File: config.mk
export PLATFORM = sky130hd
export DESIGN_NAME = gpu_regfile_param
export DESIGN_NICKNAME = d
export VERILOG_FILES = /design/src/rtl/gpu_regfile_param.sv
export SDC_FILE = /design/constraint.sdc
export NUM_CORES = 1
export LEC_CHECK = 0
export CAP_MARGIN = 20
export CELL_PAD_IN_SITES_DETAIL_PLACEMENT = 0
export CELL_PAD_IN_SITES_GLOBAL_PLACEMENT = 1
export CORE_ASPECT_RATIO = 0.6
export CORE_MARGIN = 2
export CORE_UTILIZATION = 45
export CTS_BUF_LIST = sky130_fd_sc_hd__clkbuf_16
export CTS_CLUSTER_SIZE = 16
export DETAILED_ROUTE_END_ITERATION = 10
export PLACE_DENSITY_LB_ADDON = 0.1
export SKIP_LAST_GASP = 1
export SLEW_MARGIN = 20
export SYNTH_ARGS = -nofsm -noshare
export SYNTH_HDL_FRONTEND = slang
export SYNTH_SLANG_ARGS = --single-unit
File: constraint.sdc
create_clock -name clk -period 3.3 [get_ports clk]
set_input_delay 0.825 -clock clk [delete_from_list [all_inputs] [get_ports clk]]
set_output_delay 0.825 -clock clk [all_outputs]
set_load 0.03 [all_outputs]
File: src/rtl/gpu_regfile_param.sv
// gpu_regfile_param: per-thread register file for one GPU thread lane.
// R0..R(NUM_REGS-4) are writable. The top three addresses are read-only
// views of block_id, block_dim and the THREAD_ID constant. Operands are
// latched in STATE_READ and writeback happens in STATE_UPDATE.
//
// Operand strobe: read_valid is a plain valid with no ready. It is high for
// exactly the cycle after an edge that latched rs/rt. The consumer must take
// rs/rt while read_valid is high; the value holds afterwards until the next
// read edge. Back-to-back read edges keep read_valid high continuously.
module gpu_regfile_param #(
    parameter int DATA_WIDTH   = 8,
    parameter int NUM_REGS     = 16,
    parameter int ADDR_WIDTH   = $clog2(NUM_REGS),
    parameter int THREAD_ID    = 0,
    parameter logic [2:0] STATE_READ   = 3'b011,
    parameter logic [2:0] STATE_UPDATE = 3'b110
) (
    input  logic                  clk,
    input  logic                  reset,
    input  logic                  enable,
    input  logic [2:0]            core_state,
    input  logic [DATA_WIDTH-1:0] block_id,
    input  logic [DATA_WIDTH-1:0] block_dim,
    input  logic                  reg_write_enable,
    input  logic [ADDR_WIDTH-1:0] rs_addr,
    input  logic [ADDR_WIDTH-1:0] rt_addr,
    input  logic [ADDR_WIDTH-1:0] rd_addr,
    input  logic [DATA_WIDTH-1:0] data_write,
    output logic [DATA_WIDTH-1:0] rs,
    output logic [DATA_WIDTH-1:0] rt,
    output logic                  read_valid,
    output logic                  ro_write_err
);

    // Addresses of the read-only special registers.
    localparam logic [ADDR_WIDTH-1:0] BID_ADDR  = ADDR_WIDTH'(NUM_REGS - 3);
    localparam logic [ADDR_WIDTH-1:0] BDIM_ADDR = ADDR_WIDTH'(NUM_REGS - 2);
    localparam logic [ADDR_WIDTH-1:0] TID_ADDR  = ADDR_WIDTH'(NUM_REGS - 1);
    localparam logic [DATA_WIDTH-1:0] TID_VALUE = DATA_WIDTH'(THREAD_ID);

    // Storage is sized to the full address space so any address indexes it
    // directly. The three top entries are never written and stay at zero.
    logic [DATA_WIDTH-1:0] regs [NUM_REGS];

    logic                  read_fire;
    logic                  write_req;
    logic                  write_ok;
    logic                  write_ro;
    logic [DATA_WIDTH-1:0] rs_val;
    logic [DATA_WIDTH-1:0] rt_val;

    // Decode read and write requests from the gating inputs.
    always_comb begin
        read_fire = enable && (core_state == STATE_READ);
        write_req = enable && reg_write_enable && (core_state == STATE_UPDATE);
        write_ok  = write_req && (rd_addr < BID_ADDR);
        write_ro  = write_req && (rd_addr >= BID_ADDR);
    end

    // Operand 1 mux: special registers are live, writable ones come from
    // storage, and a same-edge write to the same address is forwarded. That
    // forwarding only matters if STATE_READ and STATE_UPDATE are configured
    // to the same code; a write one cycle earlier is already in storage.
    always_comb begin
        rs_val = regs[rs_addr];
        if (rs_addr == BID_ADDR) begin
            rs_val = block_id;
        end else if (rs_addr == BDIM_ADDR) begin
            rs_val = block_dim;
        end else if (rs_addr == TID_ADDR) begin
            rs_val = TID_VALUE;
        end else if (write_ok && (rd_addr == rs_addr)) begin
            rs_val = data_write;
        end
    end

    // Operand 2 mux, same structure as operand 1.
    always_comb begin
        rt_val = regs[rt_addr];
        if (rt_addr == BID_ADDR) begin
            rt_val = block_id;
        end else if (rt_addr == BDIM_ADDR) begin
            rt_val = block_dim;
        end else if (rt_addr == TID_ADDR) begin
            rt_val = TID_VALUE;
        end else if (write_ok && (rd_addr == rt_addr)) begin
            rt_val = data_write;
        end
    end

    // Writeback into the writable registers.
    always_ff @(posedge clk or negedge reset) begin
        if (!reset) begin
            for (int i = 0; i < NUM_REGS; i++) begin
                regs[i] <= '0;
            end
        end else if (write_ok) begin
            regs[rd_addr] <= data_write;
        end
    end

    // Operand latches and the read-valid strobe.
    always_ff @(posedge clk or negedge reset) begin
        if (!reset) begin
            rs         <= '0;
            rt         <= '0;
            read_valid <= 1'b0;
        end else begin
            read_valid <= read_fire;
            if (read_fire) begin
                rs <= rs_val;
                rt <= rt_val;
            end
        end
    end

    // Sticky flag for writes aimed at a read-only register; cleared only by reset.
    always_ff @(posedge clk or negedge reset) begin
        if (!reset) begin
            ro_write_err <= 1'b0;
        end else if (write_ro) begin
            ro_write_err <= 1'b1;
        end
    end

endmodule
==> After elaboration in Yosys (flattened, before gate mapping) <==
Index checks and enable logic that the tools add are counted.
{ "op_classes": {"add_sub_neg": 0, "n_mul": 0, "div": 0, "order_cmp": 6, "n_eq_ne": 10, "n_shift": 0, "n_mux": 17, "bitwise": 3, "n_reduce_logical": 8} }
{ "op_table": {"columns": ["op", "n"], "rows": [
  ["$bwmux W128", 1],
  ["$mux W8", 13],
  ["$bmux W8 S4", 2],
  ["$demux W8 S4", 1],
  ["$eq A4 B4 Y1 const B", 6],
  ["$ge A5 B5 Y1 const B", 3],
  ["$not A4 Y5", 3],
  ["$eq A4 B4 Y1", 2],
  ["$logic_and A1 B1 Y1", 8],
  ["$lt A5 B1 Y1 const B", 1],
  ["$ge A4 B4 Y1 const B", 1],
  ["$lt A4 B4 Y1 const B", 1],
  ["$eq A3 B2 Y1 const B", 1],
  ["$eq A3 B3 Y1 const B", 1]
]} }
{ "totals": {"register_bits": 146, "latchBits": 0, "ram_bits": 0, "rom_bits": 0, "in_bits": 43, "elab_cells": 64, "memories": 0} }

==> Depth between registers and ports, before layout <==
Gate-level depths: netlist (run 1).
{ "logic_depth": {"word_depth": 8, "ltp_mapped": 8, "ltp_nobuf": 5} }

==> Least setup slack after synthesis (run 1) <==
No wires, ideal clock.
{ "synth_path": {"path_type": "input to register", "start": "input rt_addr[0]", "end": "register rt[5]", "arrival_ps": 2338, "required_ps": 3176, "path_slack_ps": 838, "cell_stages": 6, "path_buffers": 2, "cell_sequence": "buf_2 > buf_2 > mux4_2 > mux2_2 > o211ai_1 > a21oi_1"} }
{ "synth_between": {"elab_chain_cells": 8} }
{ "synth_rtl": {"columns": ["item", "line_no", "source"], "rows": [
  ["start: declaration", "26", "input logic [ADDR_WIDTH-1:0] rt_addr,"],
  ["$not A4 Y5 (implied by the code)", "79", "rt_val = regs[rt_addr];"],
  ["$bmux W8 S4", "79", null],
  ["$mux W8 (implied by the code) (2 in series)", "79", null],
  ["$mux W8", "86", "end else if (write_ok && (rd_addr == rt_addr)) begin"],
  ["$mux W8", "84", "end else if (rt_addr == TID_ADDR) begin"],
  ["$mux W8", "82", "end else if (rt_addr == BDIM_ADDR) begin"],
  ["$mux W8 *", "80", "if (rt_addr == BID_ADDR) begin"],
  ["end signal: assignment", "112", "rt <= rt_val;"],
  ["end: declaration", "30", "output logic [DATA_WIDTH-1:0] rt,"]
]} }
Mark *: on every way between the ends. The rest lies on a longest branch, timed or not. The select of a mux whose other input is x is not followed.
A chain may end at the register's enable or synchronous reset.

==> Final worst setup path (run 1) <==
{ "layout_path": {"start": "input rs_addr[2]", "end": "register rs[4]"} }
{ "layout_between": {"elab_chain_cells": 8} }
{ "layout_rtl": {"columns": ["item", "line_no", "source"], "rows": [
  ["start: declaration", "25", "input logic [ADDR_WIDTH-1:0] rs_addr,"],
  ["$not A4 Y5 (implied by the code)", "65", "rs_val = regs[rs_addr];"],
  ["$bmux W8 S4", "65", null],
  ["$mux W8 (implied by the code) (2 in series)", "65", null],
  ["$mux W8", "72", "end else if (write_ok && (rd_addr == rs_addr)) begin"],
  ["$mux W8", "70", "end else if (rs_addr == TID_ADDR) begin"],
  ["$mux W8", "68", "end else if (rs_addr == BDIM_ADDR) begin"],
  ["$mux W8 *", "66", "if (rs_addr == BID_ADDR) begin"],
  ["end signal: assignment", "111", "rs <= rs_val;"],
  ["end: declaration", "29", "output logic [DATA_WIDTH-1:0] rs,"]
]} }
Marked as above.

==> impl_metrics.env, run 1 <==
export IMPL_rsz0062_at_grt="no"
export IMPL_hold_buffers=0
export IMPL_die_w_um=173
export IMPL_grt_pass1_wl_um=33800
export IMPL_power_frac_clock_pct=43.6
export IMPL_cts_tree="yes"
export IMPL_power_density_nw_per_um2=511
export IMPL_grt_remaining_overflow=0
export IMPL_vias=5226
export IMPL_peakVddDrop_uv=315
export IMPL_max_freq_mhz=365
export IMPL_ant_nets=0
export IMPL_insertion_delay_ns=0.42
export IMPL_relSlewSlack_pct=54.1
export IMPL_path_max_fanout=9
export IMPL_final_util_pct=54.3
export IMPL_grt_max_degree=71
export IMPL_slew_viol_final=0
export IMPL_grt_pass1_vias=5594
export IMPL_p_int_mw=3.48
export IMPL_hpwl_um=14800
export IMPL_finalWorstSetupSlack_ns=0.560
export IMPL_cpLargestDelayFamily="compound AO/OA/AOI/OAI gates"
export IMPL_die_area_um2=18300
export IMPL_finalSetupTns_ns=0
export IMPL_synth_async_reset_ratio_pct=100
export IMPL_post_cts_buffers=0
export IMPL_synth_fa_ha_area_share_pct=0
export IMPL_seq_area_frac_synth_pct=47.3
export IMPL_combPwrFrac_pct=14.6
export IMPL_path_cells="clkdlybuf4s50_1, xor2_1, nor4_1, a22oi_1, a221oi_1, o22ai_1"
export IMPL_hp_class="in -> async"
export IMPL_worstPathArrival_ns=3.04
export IMPL_grt_use_total_pct=24.9
export IMPL_worstMarginPinSlew_ns=0.687
export IMPL_post_cts_resize_count=0
export IMPL_drc=0
export IMPL_cp_slowest_cell="clkdlybuf4s50_1"
export IMPL_cts_made_buffers=17
export IMPL_cts_path_max_buffers=2
export IMPL_pwr_share_seq_pct=41.9
export IMPL_synth_edf_count=0
export IMPL_cpPeakStageDelay_ns=0.61
export IMPL_io_buffers=60
export IMPL_synth_xor_area_share_pct=0.906
export IMPL_period_share_pct=83.0
export IMPL_hold_viol=0
export IMPL_wire_per_inst_um=24.5
export IMPL_pre_cts_ws_ns=0.178
export IMPL_drive_above_1_share_pct=39.6
export IMPL_cts_max_level=4
export IMPL_diodes=0
export IMPL_p_sw_share_pct=26.1
export IMPL_area_delta_synth_final_pct=19.3
export IMPL_synth_compound_area_share_pct=7.19
export IMPL_grt_antenna_before_repair=0
export IMPL_core_area_um2=17000
export IMPL_required_ns=3.60
export IMPL_synth_top_family_by_area="multiplexers"
export IMPL_yosys_warnings=0
export IMPL_drt_wl_total_um=21100
export IMPL_postSynthAreaPerCell_um2=13.5
export IMPL_clock_sinks=146
export IMPL_syn_inst=573
export IMPL_cellLeakagePower_nw=4.13
export IMPL_drt_iter0_drc=311
export IMPL_yosys_cell_types_count=41
export IMPL_worst_setup_path_type="in -> reg"
export IMPL_setup_viol=0
export IMPL_start_kind="input port"
export IMPL_viasPerCell=6.06
export IMPL_initial_utilization_pct=45.5
export IMPL_synth_nets=616
export IMPL_synth_simple_area_share_pct=5.15
export IMPL_clk_pin_slew_worst_paths_ns=0.07
export IMPL_die_y_um=106
export IMPL_num_rows=37
export IMPL_worstSetupEndpointType="flop"
export IMPL_status="finished clean"
export IMPL_ys_ff_latch=146
export IMPL_period_needed_ns=2.74
export IMPL_root_buffer="clkbuf_16"
export IMPL_finalClockSkew_ns=0.0130
export IMPL_switchingPower_mw=1.23
export IMPL_nFillCells=1412
export IMPL_power_total_mw=4.71
export IMPL_gp_congestion=0.830
export IMPL_ys_flop_type="dfrtp_1"
export IMPL_final_nets=658
export IMPL_worst_path_buf_inv=1
export IMPL_max_cap_violations=0
export IMPL_pin_count=61
export IMPL_syn_cell_area_um2=7730
export IMPL_drt_pass1_iter_count=4
export IMPL_synth_area_mux_share_pct=35.4
[flip-flops by register name, indices dropped and copies added, names as in the netlist]
signal	cells
read_valid	1
regs	128
rs	8
ro_write_err	1
rt	8
[metal layers]
| layer | vias up | track usage (%) | part of all wire [%] |
|---|---|---|---|
| met5 | - | 0 | 0 |
| met3 | 22 | 4.47 | 3.7 |
| li1 | 2253 | - | - |
| met4 | 0 | 6.30 | 1.4 |
| met2 | 129 | 39.7 | 47 |
| met1 | 2822 | 35.7 | 48 |
[synthesized netlist by cell type, types with 2 or more instances]
cell type  count  area share [%]
a211o_1        3            0.34
a21oi_1       25             1.6
a221oi_1       4            0.45
a22oi_1       14             1.4
and2_1         2            0.16
buf_1          3            0.15
buf_2         14            0.91
buf_6          2            0.29
clkbuf_1      51             2.5
dfrtp_1      146              47
inv_1          6            0.29
mux2_2       115              17
mux2i_1        9             1.2
mux4_2        60              17
nand2_1       20            0.97
nand2b_1       7            0.57
nand3_1        5            0.32
nand4_1        3            0.24
nor2_1        10            0.49
nor2_2         2            0.16
nor2b_1        7            0.57
nor3_1         2            0.13
nor3_2         3            0.39
nor4_1         4            0.32
o211ai_1       8            0.78
o21a_1         2            0.19
o21ai_0        9            0.58
o22ai_1       16             1.3
or3_1          2            0.16
xor2_1         8            0.91
[worst paths after layout]
check / from / end / slack [ns] / depth (start not counted)
max in group asynchronous: reset / regs[48]$_DFFE_PN0P_ / 2.10 / 2
min in group clk: regs[5]$_DFFE_PN0P_ / regs[5]$_DFFE_PN0P_ / 0.38 / 0
worst min register to register: regs[5]$_DFFE_PN0P_ / regs[5]$_DFFE_PN0P_ / 0.38 / 0
worst max register to register: regs[92]$_DFFE_PN0P_ / rs[4]$_DFFE_PN0P_ / 1.54 / 5
worst min-delay path: reset / regs[67]$_DFFE_PN0P_ / 0.38 / 1
worst max-delay path: rs_addr[2] / rs[4]$_DFFE_PN0P_ / 0.56 / 6
[area by class of cell]
cell class / count / area (um^2) / area share (%)
Multi-Input combinational cell: 351 / 3760 / 40.8
Timing Repair Buffer: 93 / 880 / 9.53
Clock inverter: 15 / 191 / 2.08
Tap cell: 234 / 293 / 3.17
Clock buffer: 17 / 425 / 4.61
Inverter: 6 / 22.5 / 0.244
Sequential cell: 146 / 3650 / 39.6
[through the flow]
| step | hold slack (ns) | cells | cell area [um^2] |
|---|---|---|---|
| after floorplan | 0.424 | 573 | 7730 |
| after global placement | 0.363 | 830 | 8610 |
| after detailed placement | 0.363 | 830 | 8610 |
| after CTS | 0.377 | 862 | 9230 |
| after global routing | 0.387 | 862 | 9230 |
| final | 0.379 | 862 | 9230 |
[power groups by stage]
stage | Clock, mW | Combinational (mW) | Sequential, mW
2_1_floorplan | 0 | 0.315 | 2.07
3_3_place_gp | 0 | 0.686 | 2.00
3_5_place_dp | 0 | 0.693 | 2.00
4_1_cts | 2.08 | 0.697 | 1.97
5_1_grt | 2.17 | 0.740 | 1.98
6_report | 2.05 | 0.687 | 1.97
[cells in the final DEF (no fill, tap or decap), drive strengths merged, types with 2 or more instances in the layout]
cell           Yosys  final
nor2              12     12
a211o              3      3
nand3              5      5
or3                2      2
nor4               4      4
a22oi             14     14
mux2             115    115
and2               2      2
bufinv             0      4
o21ai              9      9
nor2b              7      7
o22ai             16     16
nand4              3      3
a221oi             4      4
nor3               5      5
a21oi             25     25
o21a               2      2
o211ai             8      8
mux4              60     60
nand2             20     20
dfrtp            146    146
clkbuf            51     17
nand2b             7      7
buf               19     38
mux2i              9      9
clkinv             0      5
clkinvlp           0      2
inv                6     10
xor2               8      8
clkdlybuf4s50      0     55
nor3b              2      2
[kinds of logic after synthesis]
family	count (synthesis)
AND/OR/NAND/NOR	73
XOR/XNOR	8
AO/OA/AOI/OAI	86
multiplexers	184
buffers and inverters	76
flip-flops	146
No activity file was read; power rests on OpenSTA's default activity.
==> inputs of run 2 (changes only) <==
--- a/config.mk
+++ b/config.mk
@@ -10,7 +10,7 @@
 export CELL_PAD_IN_SITES_GLOBAL_PLACEMENT = 1
 export CORE_ASPECT_RATIO = 0.6
 export CORE_MARGIN = 2
-export CORE_UTILIZATION = 45
+export CORE_UTILIZATION = 44
 export CTS_BUF_LIST = sky130_fd_sc_hd__clkbuf_16
 export CTS_CLUSTER_SIZE = 16
 export DETAILED_ROUTE_END_ITERATION = 10
==> constraint.sdc (replaced) <==
create_clock -name clk -period 2.4 [get_ports clk]
set_input_delay 0.6 -clock clk [delete_from_list [all_inputs] [get_ports clk]]
set_output_delay 0.6 -clock clk [all_outputs]
set_load 0.03 [all_outputs]
==> run 2 against run 1 <==
  * Combinational power increased by 50%
  * Wire length increased by 6.4%
  * Sequential power rose by 38%
  * Sequential cell count is the same
  * Power is 32% higher
  * Cell count rose by 7.1%
  * Sequential share of layout area decreased by 2.1 points
  * Count of clock-buffer cells in the layout unchanged
  * Die area is 2.2% higher
==> impl_metrics.env, run 2 (synthesis gave the netlist of run 1 again) <==
export IMPL_status="finished clean"
export IMPL_path_max_fanout=5
export IMPL_reg2reg_to="rs[0]$_DFFE_PN0P_"
export IMPL_drt_iter0_drc=424
export IMPL_max_freq_mhz=441
export IMPL_period_share_pct=94.5
export IMPL_required_ns=2.69
export IMPL_cts_tree="yes"
export IMPL_root_buffer="clkbuf_16"
export IMPL_grt_remaining_overflow=0
export IMPL_grt_antenna_before_repair=0
export IMPL_dpl_cell_area_um2=9190
export IMPL_r2r_start="regs[64]$_DFFE_PN0P_"
export IMPL_initial_utilization_pct=45.0
export IMPL_combPwrFrac_pct=16.6
export IMPL_top_regs="regs x128, rs x8, rt x8"
export IMPL_switchingPower_mw=1.77
export IMPL_start_kind="input port"
export IMPL_slew_viol_final=0
export IMPL_area_delta_synth_final_pct=26.0
export IMPL_final_nets=719
export IMPL_core_area_um2=17200
export IMPL_die_w_um=175
export IMPL_grt_max_degree=54
export IMPL_die_y_um=107
export IMPL_post_route_cell_area_um2=9740
export IMPL_cts_made_buffers=17
export IMPL_drive_above_1_share_pct=45.3
export IMPL_diodes=0
export IMPL_hold_viol=0
export IMPL_power_total_mw=6.24
export IMPL_largest_register_ff_count=128
export IMPL_finalSetupTns_ns=0
export IMPL_dp_cells=891
export IMPL_viasPerCell=5.91
export IMPL_gp_congestion=0.859
export IMPL_p_sw_share_pct=28.4
export IMPL_largest_register="regs"
export IMPL_drc=0
export IMPL_nFillCells=1421
export IMPL_relSlewSlack_pct=59.8
export IMPL_cellLeakagePower_nw=4.43
export IMPL_pwr_share_seq_pct=43.4
export IMPL_grt_use_total_pct=25.9
export IMPL_p_int_mw=4.46
export IMPL_final_common_cell="dfrtp_1"
export IMPL_drt_wl_total_um=22500
export IMPL_cts_max_level=4
export IMPL_drt_pass1_iter_count=5
export IMPL_worstSetupEndpointType="flop"
export IMPL_wire_per_inst_um=24.3
export IMPL_hpwl_um=16800
export IMPL_vias=5457
export IMPL_stdcell_count=923
export IMPL_hp_class="in -> async"
export IMPL_rsz0062_at_grt="no"
export IMPL_peakVddDrop_uv=464
export IMPL_num_rows=37
export IMPL_period_needed_ns=2.27
export IMPL_io_buffers=60
export IMPL_power_frac_clock_pct=40.0
export IMPL_worstRegToRegCells=5
export IMPL_rrSetupSlack_ns=0.51
export IMPL_insertion_delay_ns=0.42
export IMPL_cts_path_max_buffers=2
export IMPL_pin_count=61
export IMPL_die_area_um2=18700
export IMPL_clk_pin_slew_worst_paths_ns=0.07
export IMPL_post_cts_resize_count=0
export IMPL_grt_pass1_wl_um=35500
export IMPL_worstPathArrival_ns=2.56
export IMPL_clock_sinks=146
export IMPL_post_cts_buffers=0
export IMPL_setup_viol=0
export IMPL_power_density_nw_per_um2=640
export IMPL_grt_pass1_vias=5678
export IMPL_max_cap_violations=0
export IMPL_hold_buffers=0
export IMPL_worstMarginPinSlew_ns=0.601
export IMPL_worst_setup_path_type="in -> reg"
export IMPL_finalClockSkew_ns=0.0119
export IMPL_layout_common_cells="dfrtp_1, mux2_2, buf_4"
export IMPL_ant_nets=0
-- run 2: changes by cell type in the layout (fill, tap and decap cells not counted), sizes merged --
cell / previous run / this run
buf: 38 / 99
bufinv: 4 / 0
inv: 10 / 13
clkinvlp: 2 / 3
-- run 2: how the worst max path moves through the flow --
stage / startpoint / to / depth (start not counted)
2_1_floorplan: rt_addr[0] / rt[5]$_DFFE_PN0P_ / 6
3_3_place_gp: rs_addr[2] / rs[0]$_DFFE_PN0P_ / 8
3_5_place_dp: rd_addr[2] / rs[0]$_DFFE_PN0P_ / 6
4_1_cts: rd_addr[2] / rs[0]$_DFFE_PN0P_ / 6
5_1_grt: rd_addr[2] / rs[0]$_DFFE_PN0P_ / 6
6_report: rd_addr[2] / rs[0]$_DFFE_PN0P_ / 6
-- run 2: power groups by stage --
stage | logic [mW] | registers, mW | clock network (mW)
after floorplan | 0.433 | 2.84 | 0
after CTS | 1.04 | 2.71 | 2.55
after global placement | 1.03 | 2.74 | 0
after detailed placement | 1.03 | 2.75 | 0
after global routing | 1.10 | 2.73 | 2.66
final | 1.03 | 2.71 | 2.50
-- run 2: metrics by stage --
step           setup slack, ns  hold slack, ns  util, %
2_1_floorplan            0.163           0.304        -
3_3_place_gp            -0.221           0.363     53.5
3_5_place_dp            -0.269           0.364     53.5
4_1_cts                  0.155           0.121     56.7
5_1_grt                 0.0289           0.134     56.7
6_report                 0.132           0.114     56.7
-- run 2: per-layer routing --
| layer | global-route usage (%) | part of all wire [%] | vias to the layer above |
|---|---|---|---|
| met1 | 39.3 | 48 | 2882 |
| met2 | 37.8 | 44 | 166 |
| met4 | 6.79 | 1.4 | 0 |
| met5 | 0 | 0 | - |
| met3 | 5.64 | 6.4 | 26 |
| li1 | - | - | 2383 |
-- run 2: critical path: stages --
cell	delay, ns
clkdlybuf4s50_1	0.51
xor2_1	0.21
nor4_1	0.43
a22oi_1	0.28
a221oi_1	0.41
o22ai_1	0.11
-- run 2: final cells by class --
class	count	area, um^2	area share [%]
multi-input combinational	351	3760	38.6
clock inverter	15	124	1.27
timing repair buffer	154	1460	15.0
sequential	146	3650	37.5
tap	234	293	3.01
inverter	6	22.5	0.231
clock buffer	17	425	4.37
==> inputs of run 3 (changes only) <==
--- a/config.mk
+++ b/config.mk
@@ -10,7 +10,7 @@
 export CELL_PAD_IN_SITES_GLOBAL_PLACEMENT = 1
 export CORE_ASPECT_RATIO = 0.6
 export CORE_MARGIN = 2
-export CORE_UTILIZATION = 44
+export CORE_UTILIZATION = 45
 export CTS_BUF_LIST = sky130_fd_sc_hd__clkbuf_16
 export CTS_CLUSTER_SIZE = 16
 export DETAILED_ROUTE_END_ITERATION = 10
==> constraint.sdc (replaced) <==
create_clock -name clk -period 2.3 [get_ports clk]
set_input_delay 0.575 -clock clk [delete_from_list [all_inputs] [get_ports clk]]
set_output_delay 0.575 -clock clk [all_outputs]
set_load 0.03 [all_outputs]
==> run 3 against run 2 <==
  * Sequential share of layout area is 0.16 points higher
  * First-iteration DRC count is 16% higher
  * Cell count is 1.5% lower
  * Global-route usage is 0.48 points lower
  * Sequential power is 4% higher
  * Register-to-register slack worse by 0.03 ns
  * Design area is 0.44% lower
  * Via count is 3.0% lower
  * Combinational power hardly changed
  * Critical path depth stayed put
  * Largest cell class unchanged
==> impl_metrics.env, run 3 (synthesis gave the netlist of run 1 again) <==
export IMPL_worstMarginPinSlew_ns=0.661
export IMPL_rrSetupSlack_ns=0.48
export IMPL_grt_pass1_wl_um=34000
export IMPL_start_kind="input port"
export IMPL_peakVddDrop_uv=458
export IMPL_cts_tree="yes"
export IMPL_cp_slowest_cell="or3_1"
export IMPL_status="finished clean"
export IMPL_relSlewSlack_pct=56.0
export IMPL_path_cells="clkdlybuf4s50_1, nand3_1, nor3b_2, nand2_1, or3_1, mux2_2"
export IMPL_drt_wl_total_um=21900
export IMPL_vias=5296
export IMPL_largest_register_ff_count=128
export IMPL_die_area_um2=18300
export IMPL_r2r_start="regs[103]$_DFFE_PN0P_"
export IMPL_drc=0
export IMPL_period_needed_ns=2.27
export IMPL_required_ns=2.60
export IMPL_drt_pass1_iter_count=5
export IMPL_initial_utilization_pct=45.5
export IMPL_cts_path_max_buffers=2
export IMPL_clk_pin_slew_worst_paths_ns=0.06
export IMPL_slew_viol_final=0
export IMPL_pin_count=61
export IMPL_worst_path_buf_inv=1
export IMPL_max_freq_mhz=441
export IMPL_root_buffer="clkbuf_16"
export IMPL_final_nets=705
export IMPL_layout_common_cells="dfrtp_1, mux2_2, buf_4"
export IMPL_grt_antenna_before_repair=0
export IMPL_power_density_nw_per_um2=704
export IMPL_worstPathArrival_ns=2.57
export IMPL_gp_congestion=0.856
export IMPL_wire_per_inst_um=24.1
export IMPL_post_route_cell_area_um2=9700
export IMPL_cpPeakStageDelay_ns=0.63
export IMPL_cellLeakagePower_nw=4.40
export IMPL_die_w_um=173
export IMPL_cpLargestDelayFamily="simple AND/OR/NAND/NOR gates"
export IMPL_path_max_fanout=8
export IMPL_hold_viol=0
export IMPL_worstRegToRegCells=5
export IMPL_rsz0062_at_grt="no"
export IMPL_setup_viol=0
export IMPL_clock_sinks=146
export IMPL_grt_pass1_vias=5631
export IMPL_worstSetupEndpointType="flop"
export IMPL_top_regs="regs x128, rs x8, rt x8"
export IMPL_reg2reg_to="rs[7]$_DFFE_PN0P_"
export IMPL_hold_buffers=0
export IMPL_max_cap_violations=0
export IMPL_drt_iter0_drc=490
export IMPL_area_delta_synth_final_pct=25.4
export IMPL_viasPerCell=5.83
export IMPL_ant_nets=0
export IMPL_drive_above_1_share_pct=44.6
export IMPL_final_common_cell="dfrtp_1"
export IMPL_die_y_um=106
export IMPL_power_total_mw=6.83
export IMPL_insertion_delay_ns=0.43
export IMPL_grt_max_degree=51
export IMPL_io_buffers=60
export IMPL_num_rows=37
export IMPL_finalClockSkew_ns=0.00812
export IMPL_grt_use_total_pct=25.4
export IMPL_dpl_cell_area_um2=9050
export IMPL_cts_made_buffers=17
export IMPL_core_area_um2=17000
export IMPL_hp_class="in -> async"
export IMPL_hpwl_um=16000
export IMPL_largest_register="regs"
export IMPL_worst_setup_path_type="in -> reg"
export IMPL_diodes=0
export IMPL_grt_remaining_overflow=0
export IMPL_cts_max_level=4
export IMPL_period_share_pct=98.6
-- run 3: cell types whose count changed in the layout (fill, tap and decap cells not counted), sizes merged --
cell | previous run | this run
buf | 99 | 85
inv | 13 | 9
bufinv | 0 | 4
clkinvlp | 3 | 1
clkinv | 5 | 7
-- run 3: power breakdown --
group          internal, mW  switching [mW]
logic                 0.515           0.544
registers              2.72           0.110
clock network          1.81            1.13
-- run 3: final cells by class --
type	count	area, um^2
multi-input combinational	351	3790
clock buffer	17	425
clock inverter	15	193
tap	234	293
inverter	6	22.5
timing repair buffer	140	1320
fill	1440	7290
sequential	146	3650
-- run 3: worst register-to-register path, delay by kind of cell, from the launching register on --
kind / cells / cell delay, ns
compound gates: 3 / 0.67
mux: 1 / 0.52
flops: 1 / 0.39
simple gates: 1 / 0.10
-- run 3: metal layers --
metal | global-route usage [%] | wire length [um]
met4 | 7.32 | 346
met1 | 37.1 | 10300
met2 | 38.1 | 10000
met5 | 0 | 0
met3 | 6.10 | 1230
-- run 3: what timing repair did --
action,CTS,global route
setup buffers,0,0
gates resized for setup,0,6
setup endpoints to repair,0,5
-- run 3: stage by stage --
| stage | instances | TNS (ns) | setup slack (ns) | utilization [%] | hold WS (ns) |
|---|---|---|---|---|---|
| after global routing | 909 | 0 | 0.0240 | 57.1 | 0.131 |
| after detailed placement | 877 | -20.68 | -0.436 | 53.3 | 0.363 |
| final | 909 | 0 | 0.0312 | 57.1 | 0.106 |
| after floorplan | 573 | 0 | 0.0879 | - | 0.279 |
| after CTS | 909 | 0 | 0.0138 | 56.9 | 0.118 |
| after global placement | 877 | -16.36 | -0.447 | 53.3 | 0.360 |
-- run 3: worst max-delay path by stage --
stage,startpoint,to,slack (ns),depth (start not counted)
floorplan,rt_addr[0],rt[5]$_DFFE_PN0P_,0.09,6
global placement,rs_addr[2],rs[5]$_DFFE_PN0P_,-0.45,8
detailed placement,rs_addr[2],rs[5]$_DFFE_PN0P_,-0.44,8
finish,enable,regs[52]$_DFFE_PN0P_,0.03,6
global route,enable,regs[52]$_DFFE_PN0P_,0.02,6
CTS,rs_addr[2],rs[5]$_DFFE_PN0P_,0.01,8
